--- config.mk ---
export PLATFORM = sky130hd
export DESIGN_NAME = microcode_sequencer
export DESIGN_NICKNAME = d
export VERILOG_FILES = /design/src/rtl/microcode_sequencer.sv
export SDC_FILE = /design/constraint.sdc
export NUM_CORES = 1
export LEC_CHECK = 0
export CORE_MARGIN = 8
export CORE_UTILIZATION = 42
export CTS_BUF_LIST = sky130_fd_sc_hd__clkbuf_4 sky130_fd_sc_hd__clkbuf_8
export DETAILED_ROUTE_END_ITERATION = 7
export GPL_TIMING_DRIVEN = 0
export PLACE_DENSITY = 0.77
export SLEW_MARGIN = 20
export SYNTH_ARGS = -nofsm -noshare
export SYNTH_HDL_FRONTEND = slang
export SYNTH_SLANG_ARGS = --single-unit
--- constraint.sdc ---
create_clock -name clk -period 1.9 [get_ports clk]
set_clock_uncertainty 0.2 [all_clocks]
set_input_delay 0.38 -clock clk [delete_from_list [all_inputs] [get_ports clk]]
set_output_delay 0.38 -clock clk [all_outputs]
set_load 0.01 [all_outputs]
--- src/rtl/microcode_sequencer.sv ---
// Microcode sequencer: fetches opcode bytes (0xCB prefix folded into addr[8]) and walks ROM steps via next/last.
// Latency: accepted byte -> live uop_addr one edge later; each unstalled step advances one per clock.
// Backpressure: fetch_req held until fetch_ready; stall freezes the current step. MICROSEQ_IRQ_EN adds irq entry.
module microcode_sequencer #(
    parameter int                ADDR_W    = 9,
    parameter logic [7:0]        CB_PREFIX = 8'hCB,
    parameter logic [7:0]        HALT_OP   = 8'h76,
    parameter logic [ADDR_W-1:0] IRQ_ENTRY = 9'h120
) (
    input  logic              clk,
    input  logic              reset_n,
    output logic              fetch_req,
    input  logic              fetch_ready,
    input  logic [7:0]        fetch_data,
    output logic [ADDR_W-1:0] uop_addr,
    output logic              uop_valid,
    input  logic [ADDR_W-1:0] uop_next,
    input  logic              uop_last,
    input  logic              stall,
    output logic              instr_start,
    output logic              halted
`ifdef MICROSEQ_IRQ_EN
    ,
    input  logic              irq_pending,
    output logic              irq_ack
`endif
);

    typedef enum logic [1:0] {
        S_FETCH = 2'd0,
        S_EXEC  = 2'd1,
        S_HALT  = 2'd2
    } state_t;

    state_t state;
    logic   cb;
    logic   is_halt;

    always_ff @(posedge clk or negedge reset_n) begin
        if (!reset_n) begin
            state       <= S_FETCH;
            cb          <= 1'b0;
            is_halt     <= 1'b0;
            uop_addr    <= '0;
            uop_valid   <= 1'b0;
            fetch_req   <= 1'b0;
            instr_start <= 1'b0;
            halted      <= 1'b0;
`ifdef MICROSEQ_IRQ_EN
            irq_ack     <= 1'b0;
`endif
        end else begin
            instr_start <= 1'b0;
`ifdef MICROSEQ_IRQ_EN
            irq_ack     <= 1'b0;
`endif
            case (state)
                S_FETCH: begin
                    uop_valid <= 1'b0;
                    // Only the cycle right after reset reaches FETCH with fetch_req low.
                    if (!fetch_req) begin
                        fetch_req <= 1'b1;
                    end else if (fetch_ready) begin
                        if (fetch_data == CB_PREFIX && !cb) begin
                            cb <= 1'b1;
                        end else begin
                            uop_addr    <= ADDR_W'({cb, fetch_data});
                            is_halt     <= !cb && (fetch_data == HALT_OP);
                            cb          <= 1'b0;
                            fetch_req   <= 1'b0;
                            uop_valid   <= 1'b1;
                            instr_start <= 1'b1;
                            state       <= S_EXEC;
                        end
                    end
                end
                S_EXEC: begin
                    if (!stall) begin
                        if (!uop_last) begin
                            uop_addr <= uop_next;
                        end else begin
`ifdef MICROSEQ_IRQ_EN
                            if (irq_pending) begin
                                uop_addr    <= IRQ_ENTRY;
                                irq_ack     <= 1'b1;
                                instr_start <= 1'b1;
                                is_halt     <= 1'b0;
                            end else
`endif
                            if (is_halt) begin
                                state     <= S_HALT;
                                halted    <= 1'b1;
                                uop_valid <= 1'b0;
                            end else begin
                                state     <= S_FETCH;
                                uop_valid <= 1'b0;
                                fetch_req <= 1'b1;
                            end
                        end
                    end
                end
                S_HALT: begin
                    uop_valid <= 1'b0;
                    fetch_req <= 1'b0;
`ifdef MICROSEQ_IRQ_EN
                    if (irq_pending) begin
                        uop_addr    <= IRQ_ENTRY;
                        irq_ack     <= 1'b1;
                        instr_start <= 1'b1;
                        is_halt     <= 1'b0;
                        halted      <= 1'b0;
                        uop_valid   <= 1'b1;
                        state       <= S_EXEC;
                    end
`endif
                end
                default: state <= S_FETCH;
            endcase
        end
    end

endmodule

==> out/qor.csv <==
stage,metric,value,unit
setup_path,worst reg-to-reg setup slack,0.04,ns
sta,RSZ-0062 raised after global routing,yes,
setup_path,WS Path Type,in -> reg,
pwr,Leak,0.000688,uW
clock_network,clock buffer count from CTS,3,
finish,proportion of layout cells with a drive suffix above 1,37.6,%
detailed_routing,wire per inst,17.0,um
die,Die H,64.8,um
grt,gr usage total,13.3,%
sta,Slew Limit Fails,0,
setup_path,crit path capture type,register,
grt,gr ovfl total,0,
clock_network,Root Buffer,clkbuf_4,
setup_path,reg-to-reg endpoint,uop_addr[1]$_DFFE_PN0P_,
setup_path,Arrival @ worst endpoint,1.88,ns
sta,slew margin rel.,47.8,%
synthesis,Mapped Area,1000,um^2
sta,Tmin final,1.88,ns
sta,Achievable Freq,0.531,GHz
setup_path,Setup crit start,fetch_ready,
sta,worst hold slack,0.294,ns
clock_network,clk buf depth,2,
setup_path,worst-path fanout max,3,
die,Die X,64.8,um
setup_path,"slowest stage delay, CP",0.47,ns
hold_path,hold path depth,2,
setup_path,CP top delay family,buffers and inverters,
die,Top Ports,35,
pwr,Max rail drop VDD,860,uV
setup_path,worst r2r src,cb$_DFFE_PN0P_,
grt,first-pass GRT wire length,4.38,mm
grt,initial antenna violation count,0,
clock_network,"Reg clk slew, reported paths",0.10,ns
clock_network,H-tree levels,1,
synthesis,Yosys Warn Count,0,
clock_network,CTS tree,done,
grt,vias in the first global route,949,
clock_network,clk sinks,17,
synthesis,library cells used by synthesis,27,
sta,Final Hold Viols,0,
synthesis,Synth area leaders,"dfrtp_1 (43%), mux2_4 (14%), mux2_2 (11%), ha_1 (5.0%), nand4bb_4 (2.7%)",
detailed_routing,Vias/cell,5.13,
synthesis,number of synthesized flops with an enable pin,0,
finish,# fillers,174,
sta,fin crit share,99.1,%
detailed_routing,final wirelength,2.59,mm
hold_path,hold crit path type,reg -> reg,
synthesis,register bit count reported by yosys,17,
run_status,outcome,finished clean,
synthesis,sequential area share after synthesis,42.5,%
finish,Ant. Diodes,0,
pwr,PD cells,1370,nW/um^2
synthesis,Synth top cells by count,"dfrtp_1 (17), mux2_2 (10), mux2_4 (9)",
setup_path,critical path data required time,1.89,ns
synthesis,Synth Net Count,104,
pwr,PnR Total Power,2060,uW
place,Detailed Place HPWL,1.89,mm
place,PortBufs,34,
setup_path,crit path buf inv count,3,
detailed_routing,DR iter-0 viols,10,
detailed_routing,drt drc,0,
hold_path,min-delay src,uop_valid$_DFFE_PN0P_,
setup_path,Crit-path slowest cell,clkdlybuf4s50_1,
sta,Final Setup Violations,0,
sta,Tightest Pin Transition,0.781,ns
grt,largest net degree at the start of global routing,18,
synthesis,area share of the largest cell type after synthesis,42.5,%
synthesis,Synth Instances,78,
place,Post-DP Area,1380,um^2
finish,Layout Nets,152,
clock_network,clock latency on the worst-skew pair,0.30,ns
synthesis,dominant synthesized flop cell,dfrtp_1,
hold_path,hold endpoint,uop_valid$_DFFE_PN0P_,
detailed_routing,DRT antenna net count,0,
die,Core Region,2230,um^2
flow_run,max_cap viols,0,
die,row cnt,17,
setup_path,Startpoint Class,input port,
setup_path,worst r2r path cells,5,
die,initial core utilization,44.8,%
synthesis,most frequent cell after synthesis,dfrtp_1,
synthesis,Syn Area/Cell,12.8,um^2
synthesis,asr flop ratio synth,100,%
finish,post-layout util,67.3,%
die,die area,4200,um^2
detailed_routing,vias post-DR,785,
finish,Syn-to-layout area delta,50.1,%
setup_path,crit-path cells,clkdlybuf4s50_1 > and2_4 > o41ai_4 > buf_4 > buf_4 > mux2_2 > mux2_2,
synthesis,cell taking the most area after synthesis,dfrtp_1,
finish,post-route cell area,1500,um^2
detailed_routing,DRT Pass-1 Iters,4,
place,gpl congestion,0.752,
how the worst max path moves through the flow:
stage          cells past startpoint                      end  slack, ns
2_1_floorplan                      6  uop_addr[1]$_DFFE_PN0P_       0.04
3_3_place_gp                       6  uop_addr[0]$_DFFE_PN0P_      -0.51
3_5_place_dp                       6  uop_addr[4]$_DFFE_PN0P_      -0.53
4_1_cts                            7  uop_addr[4]$_DFFE_PN0P_      0.008
5_1_grt                            5  uop_addr[4]$_DFFE_PN0P_      0.004
6_report                           7    fetch_req$_DFFE_PN0P_       0.02
cell families after synthesis:
kind of cell    synth area share, %
mux                            25.8
simple gates                   11.8
compound gates                 11.5
flops                          42.5
fa+ha+maj                      5.00
buf+inv                        3.50
cell usage in the layout (no fill, tap or decap), types with 2 or more instances in the layout:
cell type	count
clkdlybuf4s50_1	26
dfrtp_1	17
mux2_2	10
mux2_4	9
buf_4	8
dlygate4sd2_1	6
nand2_1	5
buf_6	4
clkbuf_4	4
o21ai_0	3
inv_1	2
inv_2	2
nand3_1	2
o31ai_1	2
a21o_1	2
a21oi_2	2
ha_2	2
ha_1	2
clkdlybuf4s15_1	2
per-stage QoR:
step	TNS, ns	cells	setup slack (ns)
6_report	0	153	0.0179
5_1_grt	0	153	0.00414
4_1_cts	0	149	0.00838
3_5_place_dp	-5.55	140	-0.534
3_3_place_gp	-5.37	140	-0.514
2_1_floorplan	0	78	0.0435
cell type report:
class                      instances  area (um^2)  share of cell area [%]
timing repair buffer              43          404                    26.9
clock buffer                       4         30.0                    2.00
sequential                        17          425                    28.3
tap                               28         35.0                    2.33
inverter                           4         15.0                   0.999
multi-input combinational         54          559                    37.2
buffer                             3         33.8                    2.25
where the power goes:
group          internal, uW  switching, uW
clock network          96.1            122
registers               500           82.0
logic                   785            478
total                  1380            682
registers in the layout, indices dropped and copies added, names as in the netlist:
signal and cells:
state 2, uop_valid 1, instr_start 1, fetch_req 1
is_halt 1, cb 1, halted 1, uop_addr 9
worst register-to-register path, delay by kind of cell, from the launching register on:
| kind | cells | cell delay, ns |
|---|---|---|
| multiplexers | 1 | 0.30 |
| AND/OR/NAND/NOR | 1 | 0.20 |
| buffers and inverters | 1 | 0.15 |
| flip-flops | 1 | 0.41 |
| AO/OA/AOI/OAI | 2 | 0.49 |
per-layer routing:
layer	vias to the layer above	GRT usage (%)	wire, um
li1	381	-	-
met1	375	14.3	1100
met2	25	22.7	1300
met3	4	4.81	160
met4	0	6.27	31
met5	-	0	0
repair_timing:
action                                  4_1_cts  5_1_grt
pin swaps                                     3        1
gates resized for setup                      17       11
setup buffers                                 4        4
gates cloned                                  1        0
endpoints found under the setup margin       10       11
hold buffers                                  0        0
(Power assumes the default switching activity.)
